`config.mk`:
```
export PLATFORM = sky130hd
export DESIGN_NAME = trig_scheduler
export DESIGN_NICKNAME = d
export VERILOG_FILES = /design/src/rtl/trig_pkg.sv /design/src/rtl/trig_cmd_fifo.sv /design/src/rtl/trig_scheduler.sv
export SDC_FILE = /design/constraint.sdc
export NUM_CORES = 1
export LEC_CHECK = 0
export CORE_MARGIN = 2
export CORE_UTILIZATION = 25
export DETAILED_ROUTE_END_ITERATION = 12
export GPL_ROUTABILITY_DRIVEN = 0
export SLEW_MARGIN = 10
export SYNTH_ARGS = -nofsm -noshare
export SYNTH_HDL_FRONTEND = slang
export SYNTH_SLANG_ARGS = --single-unit
```
`constraint.sdc`:
```
create_clock -name I_clk -period 8.1 [get_ports I_clk]
set_input_delay 1.215 -clock I_clk [delete_from_list [all_inputs] [get_ports I_clk]]
set_output_delay 1.215 -clock I_clk [all_outputs]
set_load 0.01 [all_outputs]
```
`src/rtl/trig_pkg.sv`:
```
// Shared definitions for the trigger scheduler: FSM states and the command-record layout.
package trig_pkg;

  typedef enum logic [1:0] {
    StIdle,
    StWait,
    StPulse,
    StGap
  } trig_state_e;

  // Every field is CNT_W bits wide; offsets are expressed in units of CNT_W.
  localparam int unsigned NumFields = 3;
  localparam int unsigned NumOff    = 0;
  localparam int unsigned StepOff   = 1;
  localparam int unsigned WaitOff   = 2;

  function automatic int unsigned rec_width(input int unsigned cnt_w);
    return NumFields * cnt_w;
  endfunction

endpackage

```
`src/rtl/trig_cmd_fifo.sv`:
```
// Synchronous show-ahead FIFO holding trigger command records.
module trig_cmd_fifo #(
  parameter int unsigned Depth = 4,
  parameter int unsigned Width = 96
) (
  input  logic                     clk,
  input  logic                     rst,
  input  logic                     flush,
  input  logic                     push,
  input  logic [Width-1:0]         wdata,
  input  logic                     pop,
  output logic [Width-1:0]         rdata,
  output logic                     full,
  output logic                     empty,
  output logic [$clog2(Depth):0]   level
);

  localparam int unsigned AddrW = $clog2(Depth);
  localparam logic [AddrW:0] PtrOne   = (AddrW + 1)'(1);
  localparam logic [AddrW:0] LevelMax = (AddrW + 1)'(Depth);

  logic [Width-1:0] mem [Depth];
  // One extra pointer bit separates full from empty; pointers wrap modulo 2*Depth.
  logic [AddrW:0]   wr_ptr_q, rd_ptr_q;
  logic             do_push, do_pop;

  assign level   = wr_ptr_q - rd_ptr_q;
  assign empty   = (level == '0);
  assign full    = (level == LevelMax);
  assign rdata   = mem[rd_ptr_q[AddrW-1:0]];
  assign do_push = push && !full && !flush;
  assign do_pop  = pop && !empty && !flush;

  always_ff @(posedge clk) begin
    if (do_push) begin
      mem[wr_ptr_q[AddrW-1:0]] <= wdata;
    end
  end

  always_ff @(posedge clk) begin
    if (rst || flush) begin
      wr_ptr_q <= '0;
      rd_ptr_q <= '0;
    end else begin
      if (do_push) wr_ptr_q <= wr_ptr_q + PtrOne;
      if (do_pop)  rd_ptr_q <= rd_ptr_q + PtrOne;
    end
  end

endmodule

```
`src/rtl/trig_scheduler.sv`:
```
// Queued trigger generator: each command emits num pulses after a wait, spaced by step cycles.
module trig_scheduler
  import trig_pkg::*;
#(
  parameter int unsigned FIFO_DEPTH = 4,
  parameter int unsigned CNT_W      = 32
) (
  input  logic                        I_clk,
  input  logic                        I_rst,
  input  logic                        I_cmd_valid,
  input  logic [CNT_W-1:0]            I_cmd_num,
  input  logic [CNT_W-1:0]            I_cmd_step,
  input  logic [CNT_W-1:0]            I_cmd_wait,
  output logic                        O_cmd_ready,
  input  logic                        I_abort,
  output logic                        O_trig,
  output logic [CNT_W-1:0]            O_pulse_idx,
  output logic                        O_done,
  output logic                        O_busy,
  output logic [$clog2(FIFO_DEPTH):0] O_level
);

  localparam int unsigned RecW = rec_width(CNT_W);
  localparam logic [CNT_W-1:0] One = CNT_W'(1);

  trig_state_e      state_q, state_d;
  logic [CNT_W-1:0] cnt_q, cnt_d;
  logic [CNT_W-1:0] idx_q, idx_d;
  logic [CNT_W-1:0] num_q, num_d;
  logic [CNT_W-1:0] step_q, step_d;
  logic             zero_done_q, zero_done_d;

  logic [RecW-1:0]  cmd_wdata, head;
  logic [CNT_W-1:0] head_num, head_step, head_wait;
  logic             fifo_full, fifo_empty, push, pop, trig, done;

  always_comb begin
    cmd_wdata = '0;
    cmd_wdata[NumOff*CNT_W  +: CNT_W] = I_cmd_num;
    cmd_wdata[StepOff*CNT_W +: CNT_W] = I_cmd_step;
    cmd_wdata[WaitOff*CNT_W +: CNT_W] = I_cmd_wait;
  end

  assign head_num  = head[NumOff*CNT_W  +: CNT_W];
  assign head_step = head[StepOff*CNT_W +: CNT_W];
  assign head_wait = head[WaitOff*CNT_W +: CNT_W];

  assign O_cmd_ready = !fifo_full && !I_abort;
  assign push        = I_cmd_valid && O_cmd_ready;

  trig_cmd_fifo #(
    .Depth (FIFO_DEPTH),
    .Width (RecW)
  ) u_fifo (
    .clk   (I_clk),
    .rst   (I_rst),
    .flush (I_abort),
    .push  (push),
    .wdata (cmd_wdata),
    .pop   (pop),
    .rdata (head),
    .full  (fifo_full),
    .empty (fifo_empty),
    .level (O_level)
  );

  always_comb begin
    state_d     = state_q;
    cnt_d       = cnt_q;
    idx_d       = idx_q;
    num_d       = num_q;
    step_d      = step_q;
    zero_done_d = 1'b0;
    pop         = 1'b0;
    trig        = 1'b0;
    done        = 1'b0;

    if (I_rst || I_abort) begin
      state_d = StIdle;
    end else begin
      unique case (state_q)
        StIdle: begin
          // The cycle carrying a zero-pulse done strobe is not allowed to pop.
          if (!fifo_empty && !zero_done_q) begin
            pop    = 1'b1;
            num_d  = head_num;
            step_d = head_step;
            idx_d  = '0;
            cnt_d  = head_wait;
            if (head_num == '0) begin
              zero_done_d = 1'b1;
            end else if (head_wait != '0) begin
              state_d = StWait;
            end else begin
              state_d = StPulse;
            end
          end
        end
        StWait: begin
          if (cnt_q == One) state_d = StPulse;
          else              cnt_d   = cnt_q - One;
        end
        StPulse: begin
          trig = 1'b1;
          if (idx_q == num_q - One) begin
            done    = 1'b1;
            state_d = StIdle;
          end else begin
            idx_d = idx_q + One;
            if (step_q > One) begin
              cnt_d   = step_q - One;
              state_d = StGap;
            end
          end
        end
        StGap: begin
          if (cnt_q == One) state_d = StPulse;
          else              cnt_d   = cnt_q - One;
        end
      endcase
      if (zero_done_q) done = 1'b1;
    end
  end

  always_ff @(posedge I_clk) begin
    if (I_rst) begin
      state_q     <= StIdle;
      cnt_q       <= '0;
      idx_q       <= '0;
      num_q       <= '0;
      step_q      <= '0;
      zero_done_q <= 1'b0;
    end else begin
      state_q     <= state_d;
      cnt_q       <= cnt_d;
      idx_q       <= idx_d;
      num_q       <= num_d;
      step_q      <= step_d;
      zero_done_q <= zero_done_d;
    end
  end

  assign O_trig      = trig;
  assign O_pulse_idx = trig ? idx_q : '0;
  assign O_done      = done;
  assign O_busy      = (state_q != StIdle) || !fifo_empty;

endmodule

```
==> reports/results.ini, run 1 <==
[clocking]
cts-resized-gates=0
cts_tree=built
post-cts-setup-buffers=0
cts_sinks=523
path_clk_slew_ns=0.06
numCtsBuffers=49
insertion_delay_ns=0.59
root_buffer=clkbuf_16
cts_buffer_depth=3
hold_buffers=0
htreeDepth=2

[yosys]
ys_seq_area_share_pct=64.04
yosysWarningCount=0
synthTopCellsByArea=edfxtp_1, dfxtp_1, mux4_2, nand2_1, a21oi_1
synth_flop_cell=edfxtp_1
netlist_instances=1681
async_reset_ff_share_pct=0
ys_seq_elements=523
synth_edf_count=384
syn_avg_cell_area_um2=13.30
synth_area_leader_cell=edfxtp_1
syn_nets=1794
synth_most_common_cell=edfxtp_1
ys_top_cells_by_count=edfxtp_1, nand2_1, dfxtp_1
yosysTopAreaCellShare_pct=51.59
ys_types=65
netlist_area_mm2=0.02235

[finish]
num-nets-final=1902
multi_input_area_mm2=0.007604
fin_util_pct=30.16
syn_to_final_growth_pct=19.43
seqCellArea_mm2=0.01432
layout-drive-gt1-share_pct=12.04
fill_cells=8702

[sta]
setup_tns_ns=0
setup_viol=0
holdWs_ns=0.4759
fin_skew_ns=0.02287
fmax_ghz=0.1649
fin_ws_ns=2.035
fin_crit_sh_pct=74.87
relSlewSlack_pct=21.91
rsz0062_at_grt=false
final.min_clock_period_ns=6.065
slew_viol_final=0
worst_slew_pin_slew_ns=1.167
final-hold-violation-count=0

[worst_setup_path]
cp-start-kind=flip-flop
cp.required_ns=6.88
crit_type=flip-flop to output port
arrival_ns=4.85
worst-path-max-fanout=12
cp-end-kind=output port

[outcome]
violations=DRC
status=finished, violations left

[route]
drtIter0Drc=1178
drc=10
wirelength_um=56080
ant_nets=0
dr_total_vias=14230
viasPerCell=4.748
drt_pass1_iterations=9
wl_per_cell_um=18.72

[die]
fp-row-count=109
die_w_um=303
io_pins=139
core_area_mm2=0.08851
start_util_pct=25.25
die_height_um=303
dieArea_mm2=0.09181

[pwr]
p_per_area_mw_per_mm2=216.6
vdd_drop_max_v=0.0001381
p_leak_nw=8.518
p_total_mw=5.782

[grt]
grt_pass1_vias=14050
antenna_found_initial=13
track_usage_pct=11.99
grt_max_degree=93
grt_overflow_total=0
grt_pass1_wl_um=84870

[run]
drv_cap=0

[placed_design]
numPortBuffers=138
dp_slack_ns=2.665
dp_hpwl_um=38750

[worst_hold_path]
hold_class=flip-flop to flip-flop

==> metal layers <==
layer  global-route usage, %  wire length, um  up-vias  part of all wire [%]
met4                   3.894             1687       22                   3.0
li1                        -                -     6637                     -
met5                       0              143        -                  0.26
met2                   20.32            27220      441                    49
met3                   2.599             3442      121                   6.1
met1                   15.19            23580     7004                    42
==> report_power, final <==
part | leakage, nW | internal [mW] | switching, mW | total [mW]
clock | 0.818 | 1.46 | 0.993 | 2.46
combinational | 3.09 | 0.160 | 0.232 | 0.393
sequential | 4.61 | 2.91 | 0.0207 | 2.93
==> final cells by class <==
class,instances,area share [%]
Clock buffer,52,4.636
Clock inverter,38,1.842
Timing Repair Buffer,153,5.587
Tap cell,1165,5.461
Inverter,22,0.3094
Antenna cell,3,0.02812
Multi-Input combinational cell,1040,28.49
Sequential cell,523,53.65
==> final timing paths <==
kind,cells after the start,from,slack (ns),endpoint
setup reg to reg,12,u_fifo.wr_ptr_q[0],3.33,cnt_q[10]
setup / recovery,12,num_q[0],2.04,O_done
hold / removal,2,step_q[3],0.48,step_q[3]
hold reg to reg,2,step_q[3],0.48,step_q[3]
==> sequential cells by signal (all words and copies together) (netlist names), named ones only <==
register,flops
state_q,2
u_fifo.rd_ptr_q,3
u_fifo.wr_ptr_q,3
num_q,32
step_q,32
cnt_q,32
zero_done_q,1
idx_q,32
u_fifo.mem,384
==> worst max-delay path, cell delays in order (launching register included) <==
cell and delay [ns]:
dfxtp_1 0.37, inv_1 0.08, ha_1 0.18, nor3b_2 0.46, nand3_1 0.43, or3_1 0.46
a22oi_1 0.18, nand4_1 0.13, nor4_2 0.58, and3_1 0.54, nor2_1 0.07, nor2_1 0.19
clkdlybuf4s50_1 0.59
==> stage by stage <==
step           cells  instance area, um^2
3_3_place_gp    2903                24960
6_report        2996                26690
4_1_cts         2993                26690
2_1_floorplan   1681                22350
3_5_place_dp    2903                24960
5_1_grt         2993                26690
==> kinds of logic (layout without fill, tap and decap cells) <==
family,count (synthesis),count (layout),synth area share [%]
flip-flops,523,523,64.04
AND/OR/NAND/NOR,578,578,12.68
XOR/XNOR,96,96,3.829
AO/OA/AOI/OAI,252,252,6.707
buffers and inverters,118,265,2.077
other,0,3,0
multiplexers,101,101,9.903
adder cells (fa/ha/maj),13,13,0.7613
==> placed cells by master, fill, tap and decap left out, types with 11 or more instances in the layout <==
| cell | count |
|---|---|
| nand3_1 | 27 |
| clkdlybuf4s50_1 | 137 |
| o21ai_0 | 53 |
| nor3_1 | 54 |
| nor4_1 | 54 |
| bufinv_16 | 11 |
| edfxtp_1 | 384 |
| buf_4 | 16 |
| nand4_1 | 19 |
| mux4_2 | 96 |
| a21oi_1 | 114 |
| o211ai_1 | 11 |
| nor2_1 | 107 |
| clkbuf_16 | 49 |
| or3_1 | 17 |
| dfxtp_1 | 137 |
| a31oi_1 | 16 |
| xor2_1 | 33 |
| nand2_1 | 202 |
| xnor2_1 | 62 |
| ha_1 | 12 |
| inv_1 | 22 |
| and3_1 | 40 |
Note: power is estimated with default switching activity, not from simulation.
==> run 2: changes to the inputs <==
clock period = 6.3 ns   (was 8.1 ns; I/O delays follow)
==> reports/results.ini, run 2 (same netlist as run 1, synthesis figures left out) <==
[worst_setup_path]
r2r_end=cnt_q[6]
worst-path-max-fanout=12  ; unchanged
arrival_ns=4.78  ; -0.07 ns
crit_family=simple AND/OR/NAND/NOR gates
critPathBufInv=2  ; unchanged
r2r-start=u_fifo.wr_ptr_q[0]
reg2reg_depth=12  ; unchanged
crit_slowest_cell=clkdlybuf4s50_1
crit_type=flip-flop to output port
cp_cell_sequence=inv_1, ha_1, nor3b_2, nand3_1, or3_1, a22oi_1, nand4_1, nor4_2, and3_1, nor2_1, nor2_1, clkdlybuf4s50_1
cp-end-kind=output port
regToRegSetupSlack_ns=1.64  ; -1.69 ns
cp.required_ns=5.35  ; -1.53 ns
cp-start-kind=flip-flop
slowest_delay_ns=0.58  ; about the same
cp_common_cell=nor2_1

[pwr]
p_total_mw=7.277  ; +26%
vdd_drop_max_v=0.0002097  ; +52%
p_per_area_mw_per_mm2=272.9  ; +26%
p_leak_nw=8.525  ; about the same

[clocking]
htreeDepth=2  ; unchanged
post-cts-setup-buffers=0  ; unchanged
cts_sinks=523  ; unchanged
cts_buffer_depth=3  ; unchanged
path_clk_slew_ns=0.06  ; about the same
cts_tree=built
hold_buffers=0  ; unchanged
insertion_delay_ns=0.61  ; +0.02 ns
numCtsBuffers=49  ; unchanged
cts-resized-gates=0  ; unchanged
root_buffer=clkbuf_16

[sta]
worst_slew_pin_slew_ns=1.152  ; -0.01472 ns
final.min_clock_period_ns=5.721
fmax_ghz=0.1748
slew_viol_final=0  ; unchanged
setup_viol=0  ; unchanged
relSlewSlack_pct=23.18  ; +1.3 points
rsz0062_at_grt=false
fin_crit_sh_pct=90.81
final-hold-violation-count=0  ; unchanged
holdWs_ns=0.4772  ; +0.001296 ns
fin_skew_ns=0.04054  ; +0.01768 ns
fin_ws_ns=0.5789  ; -1.456 ns
setup_tns_ns=0  ; unchanged

[route]
drtIter0Drc=997  ; -15%
drc=10  ; unchanged
wl_per_cell_um=18.75  ; +0.18%
drt_pass1_iterations=9  ; unchanged
viasPerCell=4.740  ; -0.16%
ant_nets=0  ; unchanged
wirelength_um=56270  ; +0.35%
dr_total_vias=14230  ; +0.0070%

[die]
io_pins=139  ; unchanged
core_area_mm2=0.08851  ; unchanged
fp-row-count=109  ; unchanged
dieArea_mm2=0.09181  ; unchanged
die_height_um=303  ; unchanged
start_util_pct=25.25  ; unchanged
die_w_um=303  ; unchanged

[placed_design]
dp_cells=2907  ; +0.14%
numPortBuffers=138  ; unchanged
dp_slack_ns=1.227  ; -1.437 ns
dp_hpwl_um=38930  ; +0.47%
postPlaceCellArea_mm2=0.02500  ; +0.17%

[grt]
grt_overflow_total=0  ; unchanged
grt_pass1_vias=14130  ; +0.58%
grt_pass1_wl_um=85510  ; +0.76%
track_usage_pct=12.07  ; +0.078 points
met1_usage_pct=15.24  ; +0.057 points
antenna_found_initial=13  ; unchanged
met3_usage_pct=2.456  ; -0.14 points
grt_busiest_layer=met2
grt_max_degree=93  ; unchanged
use_met2_pct=20.65  ; +0.33 points

[finish]
fin_cells=3001  ; +0.17%
fin_util_pct=30.12  ; -0.034 points
syn_to_final_growth_pct=19.30
largest_reg_flops=384  ; unchanged
final_common_cell=edfxtp_1
layout_common_cells=edfxtp_1, nand2_1, dfxtp_1, clkdlybuf4s50_1, a21oi_1
layout-drive-gt1-share_pct=11.84  ; -0.20 points
final_area_mm2=0.02666  ; -0.11%
num-nets-final=1906  ; +0.21%

[outcome]
violations=DRC
status=finished, violations left

[run]
drv_cap=0  ; unchanged

[worst_hold_path]
hold_class=flip-flop to flip-flop
min_path_cells=2  ; unchanged
holdPathEnd=step_q[1]
hp-start=step_q[1]

## run 2: cell types whose count changed in the layout (fill, tap and decap cells not counted), moves of 3 or more
cell        before  now
bufinv_16       11    3
clkbuf_16       49   52
clkbuf_8         0    8
clkinv_1         8    4
clkinvlp_4       7    2
clkbuf_1         3   15
buf_4           16   19
## run 2: worst max-delay path by stage
| stage | start | endpoint | cells after the start |
|---|---|---|---|
| global placement | num_q[0] | O_done | 12 |
| CTS | num_q[0] | O_done | 12 |
| global route | num_q[0] | O_done | 12 |
| floorplan | u_fifo.wr_ptr_q[0] | u_fifo.mem[3][0] | 6 |
| detailed placement | num_q[0] | O_done | 12 |
| finish | num_q[0] | O_done | 12 |
## run 2: cell type report
| cell class | count | area, um^2 |
|---|---|---|
| diodes | 3 | 7.507 |
| well taps | 1165 | 1458 |
| repair buffers | 157 | 1534 |
| multi-input cells | 1040 | 7604 |
| clock buffers | 75 | 1468 |
| inverters | 22 | 82.58 |
| fillers | 8688 | 61850 |
| clock inverters | 16 | 188.9 |
| flip-flops and latches | 523 | 14320 |
## run 2: per-layer routing
layer | vias up | part of all wire (%)
li1 | 6643 | -
met5 | - | 0.29
met3 | 112 | 5.6
met2 | 356 | 49
met4 | 24 | 2.7
met1 | 7091 | 42
## run 2: where the power goes
part	internal, mW	switching (mW)	leakage (nW)
Combinational	0.207	0.297	3.11
Sequential	3.74	0.0273	4.61
Clock	1.74	1.26	0.802
## run 2: tightest hold or removal path: cells and delay by family (launching register included)
family	cells	cell delay, ns
flops	1	0.32
simple gates	1	0.06
compound gates	1	0.05
